File: src/rtl/serial_add_ctrl.sv
// serial_add_ctrl: bit-serial adder sequencer. A single full-adder slice is reused
// across WIDTH clocks, LSB first, with the carry held in a flop between bits.
// Optional build macro: SERIAL_ADD_SUB_EN adds a 'sub' input for a - b.
module serial_add_ctrl #(
  parameter int WIDTH = 8
) (
  input  logic             clk,
  input  logic             rst,
  input  logic             start,
  input  logic [WIDTH-1:0] a,
  input  logic [WIDTH-1:0] b,
  input  logic             cin,
`ifdef SERIAL_ADD_SUB_EN
  input  logic             sub,
`endif
  output logic             busy,
  output logic             done,
  output logic [WIDTH-1:0] sum,
  output logic             cout
);

  localparam int CW = $clog2(WIDTH) + 1;

  typedef enum logic [1:0] {IDLE, RUN, DONE} state_t;

  state_t           state, state_nxt;
  logic [WIDTH-1:0] opa, opb, acc;
  logic             carry;
  logic [CW-1:0]    count;

  // operand values loaded on an accepted start
  logic [WIDTH-1:0] opb_ld;
  logic             carry_ld;

`ifdef SERIAL_ADD_SUB_EN
  // subtraction as a + ~b + 1; cin is ignored while subtracting
  assign opb_ld   = sub ? ~b : b;
  assign carry_ld = sub ? 1'b1 : cin;
`else
  assign opb_ld   = b;
  assign carry_ld = cin;
`endif

  // the shared full-adder slice
  logic s_bit, c_bit, last_bit, accept;
  assign s_bit    = opa[0] ^ opb[0] ^ carry;
  assign c_bit    = (opa[0] & opb[0]) | ((opa[0] ^ opb[0]) & carry);
  assign last_bit = (count == CW'(WIDTH - 1));
  assign accept   = start && (state == IDLE || state == DONE);

  // state register
  always_ff @(posedge clk or posedge rst) begin
    if (rst) state <= IDLE;
    else     state <= state_nxt;
  end

  // next-state: start is only honoured outside RUN
  always_comb begin
    state_nxt = state;
    case (state)
      IDLE:    if (start) state_nxt = RUN;
      RUN:     if (last_bit) state_nxt = DONE;
      DONE:    state_nxt = start ? RUN : IDLE;
      default: state_nxt = IDLE;
    endcase
  end

  // outputs decoded straight from state
  always_comb begin
    busy = (state == RUN);
    done = (state == DONE);
  end

  // datapath: operand load, per-bit shift, result capture on the final bit
  always_ff @(posedge clk or posedge rst) begin
    if (rst) begin
      opa   <= '0;
      opb   <= '0;
      acc   <= '0;
      carry <= 1'b0;
      count <= '0;
      sum   <= '0;
      cout  <= 1'b0;
    end else if (accept) begin
      opa   <= a;
      opb   <= opb_ld;
      carry <= carry_ld;
      count <= '0;
    end else if (state == RUN) begin
      opa   <= opa >> 1;
      opb   <= opb >> 1;
      acc   <= {s_bit, acc[WIDTH-1:1]};
      carry <= c_bit;
      count <= count + 1'b1;
      if (last_bit) begin
        sum  <= {s_bit, acc[WIDTH-1:1]};
        cout <= c_bit;
      end
    end
  end

endmodule
File: config.mk
export PLATFORM = sky130hd
export DESIGN_NAME = serial_add_ctrl
export DESIGN_NICKNAME = d
export VERILOG_FILES = /design/src/rtl/serial_add_ctrl.sv
export SDC_FILE = /design/constraint.sdc
export NUM_CORES = 1
export LEC_CHECK = 0
export ABC_AREA = 1
export BUFFER_PORTS_ARGS = -buffer_cell sky130_fd_sc_hd__buf_2
export CAP_MARGIN = 20
export CORE_MARGIN = 2
export CORE_UTILIZATION = 36
export CTS_CLUSTER_SIZE = 20
export DETAILED_ROUTE_END_ITERATION = 16
export GPL_TIMING_DRIVEN = 0
export PLACE_DENSITY = 0.66
export SKIP_LAST_GASP = 1
export SLEW_MARGIN = 20
export SYNTH_ARGS = -nofsm -noshare
export SYNTH_HDL_FRONTEND = slang
export SYNTH_SLANG_ARGS = --single-unit
File: constraint.sdc
create_clock -name clk -period 2 [get_ports clk]
set_input_delay 0.4 -clock clk [delete_from_list [all_inputs] [get_ports clk]]
set_output_delay 0.4 -clock clk [all_outputs]
set_load 0.005 [all_outputs]
==> metrics.md, run 1 <==
| Metric | Value |
|---|---|
| Initial Util | `roughly 38%` |
| Drt total wl | `approximately 3200 um` |
| Setup bufs post-CTS | `0` |
| CP Capture Type | `output port` |
| Flops & latches, synth | `39` |
| Final Wtd Congestion | `roughly 0.74` |
| Core box area | `just under 5000 um2` |
| Post-route ant nets | `0` |
| Hold Buf Count CTS | `0` |
| Hold WC Path Type | `in2async` |
| Post-cts gate resize count | `0` |
| Synth Area in XOR/XNOR | `0%` |
| Setup TNS Final | `0 ps` |
| Mean post-synth cell area | `roughly 8.2 um2` |
| Syn-to-layout area delta | `18.34%` |
| Final Net Count | `about 280` |
| Root Buffer | `clkbuf_8` |
| GRT Residual Overflow | `0` |
| Critical path class | `reg2out` |
| Worst setup margin | `roughly 380 ps` |
| Cells after synthesis | `between 200 and 250` |
| Maxcap violations | `0` |
| Number of global-route vias before repair | `~1300` |
| Clock Tree Buf Depth | `2` |
| Synth Cell Area | `1828 um2` |
| Synth area leaders | `dfrtp_1 (53%), nand2_1 (20%), inv_1 (7.6%), o21ai_2 (4.3%), nand3_1 (2.5%)` |
| Mux cell area share after synthesis | `0%` |
| Initial antenna violation count | `0` |
| Final setup violation count | `0` |
| Vias | `between 1000 and 1500` |
| HPWL Detailed | `around 2300 um` |
| Status | `finished, final reports clean` |
| Row count | `25` |
| Share of the synthesized area in the top cell type | `between 50% and 60%` |
| Vias per cell | `4.173` |
| Largest net degree at the start of global routing | `32` |
| Final Power | `around 3.2 mW` |
| H-tree levels | `2` |
| Adder and majority cell fraction of the synthesized area | `1.780%` |
| PortBufs | `30` |
| Largest family of logic cells by synthesized area | `simple AND/OR/NAND/NOR gates` |
| Synth Area in Compound Gates | `7.598%` |
| Wl on met1 | `between 1500 and 2000 um` |
| Drt pass-1 iters | `4` |
| Num Clock Sinks | `39` |
| Die W | `75.26 um` |
| Worst slew pin tran | `approximately 360 ps` |
| Yosys Warn Count | `0` |
| DR DRC count | `0` |
| Gr usage total | `a little over an eighth` |
| Die ar. | `approximately 5700 um2` |
| DR top layer | `met4` |
| Clock Skew | `around 6.7 ps` |
| Pre-CTS WS | `a little under 700 ps` |
| First-pass GRT wire length | `5644 um` |
| Arrival time worst endpoint | `about 1200 ps` |
| Met2 routed WL | `~1400 um` |
| Drt wl/cell | `~9.7 um` |
| Pwr Density | `between 1000 and 1500 nW/um2` |
| Synthesized net count | `around 250` |
| Min Clock Period, post-route | `1617 ps` |
| Max frequency | `between 0.6 and 0.7 GHz` |
| Initial drt markers | `78` |
| Met3 wire length | `roughly 180 um` |
| Worst setup SP type | `flop` |
| Seq/Total Area, Yosys | `53.39%` |
| Slew Viols, Final | `0` |
| Synth area leader | `dfrtp_1` |
| Inserted Clock Buffers | `5` |
| Post-synthesis simple-gate area fraction | `between 20 and 30%` |
| Antenna cells | `0` |
| Worst Path Required | `1600 ps` |
| Height of the chip | `about 75 um` |
| Crit share post-route | `about four fifths` |
| RSZ-0062 raised after global routing | `no` |
| Reg clk slew, reported paths | `roughly 80 ps` |
| Layout cells sized above 1 | `a little under a quarter` |
| Clk_lat worst skew | `about 280 ps` |
| Static Leak | `about 1.2 nW` |
| CP max FO | `10` |
| VDD IR max | `0.5911 mV` |
| Hold Violations, Final | `0` |
| Library cells used by synthesis | `20` |
| CTS tree | `done` |
| Slew headroom | `between 70% and 80%` |
| IO Pins | `31` |
## cell usage after synthesis, drive strengths merged
cell and count:
fa 1, a21oi 1, o21ai 20, inv 40, nand3 9, nor2 5
dfrtp 39, nand2 100, buf 6, clkbuf 1, ha 1
## worst paths after layout
kind | endpoint | slack, ps | from | cells past startpoint
worst max-delay path | busy | 380 | state[1] | 5
worst min-delay path | sum[5] | 10 | rst | 2
worst max register to register | sum[6] | 730 | count[0] | 6
worst min register to register | cout | 480 | cout | 2
max in group asynchronous | acc[2] | 1560 | rst | 3
min in group clk | opa[7] | 320 | a[7] | 3
## metal layers
metal | track usage [%] | vias to the layer above
met5 | 0 | -
met4 | 4.678 | 0
met3 | 4.016 | 4
met2 | 21.83 | 33
met1 | 16.55 | 600
li1 | - | 736
## layout by cell type (no fill, tap or decap)
cell type / count
buf_12: 1
buf_2: 31
clkbuf_1: 3
nand2_4: 2
o21ai_1: 2
clkinv_2: 1
buf_4: 1
nand3_1: 9
nand2_2: 2
inv_2: 3
fa_1: 1
nand2_1: 96
o21ai_0: 9
inv_1: 36
a21oi_1: 1
dfrtp_1: 39
nor2_4: 1
ha_1: 1
inv_4: 1
nor2_1: 4
o21ai_2: 9
buf_6: 4
clkbuf_8: 5
## cells by family after synthesis
kind of cell	count (synthesis)
AO/OA/AOI/OAI	21
adder cells (fa/ha/maj)	2
buffers and inverters	47
flip-flops	39
AND/OR/NAND/NOR	114
## worst max-delay path: stages (launching register included)
cell and delay [ps]:
dfrtp_1 360, inv_1 100, nand2_4 100, inv_2 110
buf_6 140, buf_2 110
## report_power, final
part	switching, mW	internal, mW	total, mW
clock	0.257	0.245	0.502
combinational	0.780	0.527	1.31
sequential	0.201	1.15	1.35
## flip-flops by register name, indices dropped and copies added (netlist names)
register  count
opa           8
sum           8
opb           8
acc           7
carry         1
cout          1
state         2
count         4
## through the flow
step                hold slack [ps]  cells  util (%)  cell area [um2]
floorplan                     442.2    223         -             1828
global route                  24.93    329     44.91             2163
CTS                           10.50    329     44.91             2163
finish                        12.64    329     44.91             2163
detailed placement            319.4    321     43.22             2082
global placement              460.1    320     42.81             2062
## cell type report
cell class / count / area, um2
Tap cell: 67 / 83.83
Clock inverter: 1 / 5.005
Buffer: 7 / 61.31
Clock buffer: 7 / 76.32
Fill cell: 519 / 2654
Inverter: 40 / 152.6
Timing Repair Buffer: 31 / 170.2
Sequential cell: 39 / 975.9
Multi-Input combinational cell: 137 / 638.1
Note: power is estimated with default switching activity, not from simulation.
==> run 2: changes to the inputs <==
--- a/config.mk
+++ b/config.mk
@@ -5,7 +5,7 @@
 export SDC_FILE = /design/constraint.sdc
 export NUM_CORES = 1
 export LEC_CHECK = 0
-export ABC_AREA = 1
+export ABC_AREA = 0
 export BUFFER_PORTS_ARGS = -buffer_cell sky130_fd_sc_hd__buf_2
 export CAP_MARGIN = 20
 export CORE_MARGIN = 2
@@ -13,7 +13,7 @@
 export CTS_CLUSTER_SIZE = 20
 export DETAILED_ROUTE_END_ITERATION = 16
 export GPL_TIMING_DRIVEN = 0
-export PLACE_DENSITY = 0.66
+export PLACE_DENSITY = 0.67
 export SKIP_LAST_GASP = 1
 export SLEW_MARGIN = 20
 export SYNTH_ARGS = -nofsm -noshare
==> constraint.sdc (replaced) <==
create_clock -name clk -period 1.59 [get_ports clk]
set_input_delay 0.318 -clock clk [delete_from_list [all_inputs] [get_ports clk]]
set_output_delay 0.318 -clock clk [all_outputs]
set_load 0.005 [all_outputs]
==> metrics.md, run 2 <==
| Metric | Value |
|---|---|
| Switching share of power | `33.40% (-5.8 points)` |
| Row count | `24 (-4.0%)` |
| Int Pwr | `2.840 mW (+48%)` |
| Dpl cell area | `1878 um2 (-9.8%)` |
| Slew headroom | `67.94% (-8.4 points)` |
| Regs by FF count | `opa x8, opb x8, sum x8` |
| Cells after synthesis | `158 (-29%)` |
| Arrival time worst endpoint | `1280 ps (+60 ps)` |
| Die W | `71.55 um (-4.9%)` |
| Post-route ant nets | `0 (unchanged)` |
| Fill cell count | `415 (-20%)` |
| Layout Utilization | `47.52% (+2.6 points)` |
| Most frequent cells in the layout | `nand2_1 (50), dfrtp_1 (39), buf_2 (31)` |
| Library cells used by synthesis | `23 (+15%)` |
| H-tree levels | `2 (unchanged)` |
| Commonest non-fill, non-tap cell in the layout | `nand2_1` |
| CP Capture Type | `output port` |
| Hold Violations, Final | `0 (unchanged)` |
| Reg clk slew, reported paths | `70 ps (about the same)` |
| Crit share post-route | `100.4%` |
| Final Net Count | `225 (-20%)` |
| Initial Util | `37.47% (-0.48 points)` |
| Wl on met1 | `1608 um (+1.5%)` |
| Inserted Clock Buffers | `5 (unchanged)` |
| Final setup violation count | `1 (+1)` |
| Met3 wire length | `184 um (+4.5%)` |
| Drt wl/cell | `12.89 um (+34%)` |
| Critical path, cell by cell | `nand2b_1 > buf_6 > inv_2 > buf_6 > buf_6 > buf_2` |
| DR top layer | `met4` |
| Violated checks | `negative setup slack` |
| Comb pwr share | `37.1% (-4.3 points)` |
| Initial drt markers | `85 (+9.0%)` |
| CP max-delay cell | `dfrtp_1` |
| Vias per cell | `4.883 (+17%)` |
| DR DRC count | `0 (unchanged)` |
| Clock Skew | `2.817 ps (-3.870 ps)` |
| Most frequent cells after synthesis | `nand2_1 (50), dfrtp_1 (39), mux2_2 (10)` |
| Worst Path Required | `1270 ps (-330 ps)` |
| CP max FO | `7 (-3)` |
| Final instance area | `2083 um2 (-3.7%)` |
| HPWL Detailed | `2227 um (-2.9%)` |
| Top cell by count, worst path | `buf_6` |
| Pwr Density | `2047 nW/um2 (+40%)` |
| Clock power frac | `22.5% (+6.6 points)` |
| Flops & latches, synth | `39 (unchanged)` |
| Final Wtd Congestion | `0.7316 (-0.71%)` |
| Critical path class | `reg2out` |
| Min Clock Period, post-route | `between 1500 and 2000 ps` |
| Slew Viols, Final | `0 (unchanged)` |
| Met2 routed WL | `1455 um (+5.3%)` |
| Max incr delay on CP | `370 ps (about the same)` |
| Synth area leaders | `dfrtp_1 (59%), nand2_1 (11%), mux2_2 (6.9%), a22oi_1 (3.2%), a31oi_1 (3.0%)` |
| IO Pins | `31 (unchanged)` |
| Root Buffer | `clkbuf_8` |
| Worst setup SP type | `flop` |
| RSZ-0062 raised after global routing | `yes` |
| Gr usage total | `13.81% (+0.56 points)` |
| Max frequency | `0.6263 GHz` |
| Post-synth EDFFs | `0 (unchanged)` |
| NetSw | `1.424 mW (+15%)` |
| VDD IR max | `0.7545 mV (+28%)` |
| Clk_lat worst skew | `290 ps (about the same)` |
| Syn-to-layout area delta | `26.81%` |
| Synth area leader | `dfrtp_1` |
| Static Leak | `1.043 nW (-15%)` |
| Largest net degree at the start of global routing | `29 (-9.4%)` |
| Clock Tree Buf Depth | `2 (unchanged)` |
| Die ar. | `5119 um2 (-9.6%)` |
| Worst slew pin tran | `481.0 ps (+125.7 ps)` |
| PortBufs | `30 (unchanged)` |
| Num Clock Sinks | `39 (unchanged)` |
| Mean post-synth cell area | `10.40 um2 (+27%)` |
| Final hold slack | `261.0 ps (+248.3 ps)` |
| Synthesized net count | `180 (-27%)` |
| Worst Path Buf+Inv | `5 (+1)` |
| Async set-reset flop share out of synthesis | `100.0% (unchanged)` |
| Antenna cells | `0 (unchanged)` |
| Number of global-route vias before repair | `1162 (-12%)` |
| Seq/Total Area, Yosys | `59.41% (+6.0 points)` |
| Most common cell in the netlist | `nand2_1` |
| Status | `finished with violations` |
| Initial antenna violation count | `0 (unchanged)` |
| Synth Flop Type | `dfrtp_1` |
| Yosys Warn Count | `0 (unchanged)` |
| Drt total wl | `3301 um (+4.0%)` |
| Hold WC Path Type | `in2reg` |
| CTS tree | `done` |
| Height of the chip | `71.55 um (-4.9%)` |
| Maxcap violations | `0 (unchanged)` |
| Worst setup margin | `-6.655 ps (-389.4 ps)` |
| Share of the synthesized area in the top cell type | `59.41% (+6.0 points)` |
| GRT Residual Overflow | `0 (unchanged)` |
| First-pass GRT wire length | `5382 um (-4.6%)` |
| CP delay by family, top | `buffers and inverters` |
| Pre-CTS WS | `-32.94 ps (-707.4 ps)` |
| Drt pass-1 iters | `4 (unchanged)` |
| Synth Cell Area | `1643 um2 (-10%)` |
| Vias | `1250 (-9.0%)` |
| Flop pwr share | `40.4% (-2.3 points)` |
| Core box area | `4384 um2 (-9.0%)` |
| Layout cells sized above 1 | `31.37% (+8.1 points)` |
==> run 2: cell types whose count changed after synthesis, sizes merged, moves of 2 or more <==
cell	delta
a31oi	+8
nand2	-50
clkbuf	+4
inv	-38
mux2i	+2
o21ai	-18
nor2	+4
a22oi	+7
a22o	+2
mux2	+10
nand2b	+2
==> run 2: cell families (layout without fill, tap and decap cells) <==
group	Yosys count	count (layout)	synth area share, %
multiplexers	12	12	8.073
buffers and inverters	12	58	3.427
AND/OR/NAND/NOR	73	73	18.89
flip-flops	39	39	59.41
adder cells (fa/ha/maj)	2	2	1.980
AO/OA/AOI/OAI	20	20	8.225
==> run 2: worst paths after layout <==
| check | from | endpoint | slack, ps | cells past startpoint |
|---|---|---|---|---|
| min | a[5] | opa[5] | 260 | 3 |
| min reg2reg | acc[1] | acc[1] | 470 | 2 |
| max | state[1] | busy | -7 | 6 |
| max reg2reg | state[1] | sum[3] | 50 | 6 |
| min in group asynchronous | rst | sum[4] | 510 | 3 |
| max in group asynchronous | rst | opa[2] | 660 | 4 |
==> run 2: through the flow <==
stage	TNS, ps	cells	total power [mW]
floorplan	0	158	2.732
global placement	-5999	240	3.139
detailed placement	-274.1	241	3.181
CTS	-28.57	255	4.279
global route	-60.46	256	4.601
finish	-6.655	256	4.263
==> run 2: cell type report <==
type,count,area (um2),area share [%]
buffer,10,63.81,3.063
clock buffer,6,72.57,3.483
clock inverter,2,60.06,2.883
inverter,2,7.507,0.3604
multi-input combinational,107,613.1,29.43
sequential,39,975.9,46.85
tap,52,65.06,3.123
timing repair buffer,38,225.2,10.81
==> run 2: repair_timing <==
item                       4_1_cts  5_1_grt
resized for setup                5        4
hold buffers                     1        0
setup endpoints to repair       10        6
setup buffers                    5        1
pin swaps                        1        0
hold endpoints to repair        11        0
gates cloned                     0        0
==> run 2: layer usage <==
| metal | GRT usage (%) | vias to the layer above |
|---|---|---|
| li1 | - | 620 |
| met1 | 19.15 | 592 |
| met2 | 20.06 | 32 |
| met3 | 4.923 | 6 |
| met4 | 5.031 | 0 |
| met5 | 0 | - |
==> run 2: power groups by stage <==
stage | logic [mW] | registers [mW] | clock network [mW]
6_report | 1.58 | 1.72 | 0.959
5_1_grt | 1.79 | 1.78 | 1.03
4_1_cts | 1.57 | 1.72 | 0.984
3_5_place_dp | 1.44 | 1.74 | 0
3_3_place_gp | 1.41 | 1.73 | 0
2_1_floorplan | 1.04 | 1.69 | 0
==> run 2: worst min-delay path: cells and delay by family <==
kind | cells | cell delay (ps)
buffers and inverters | 1 | 70
AOI/OAI and AO/OA | 1 | 60
and+or+nand+nor | 1 | 60
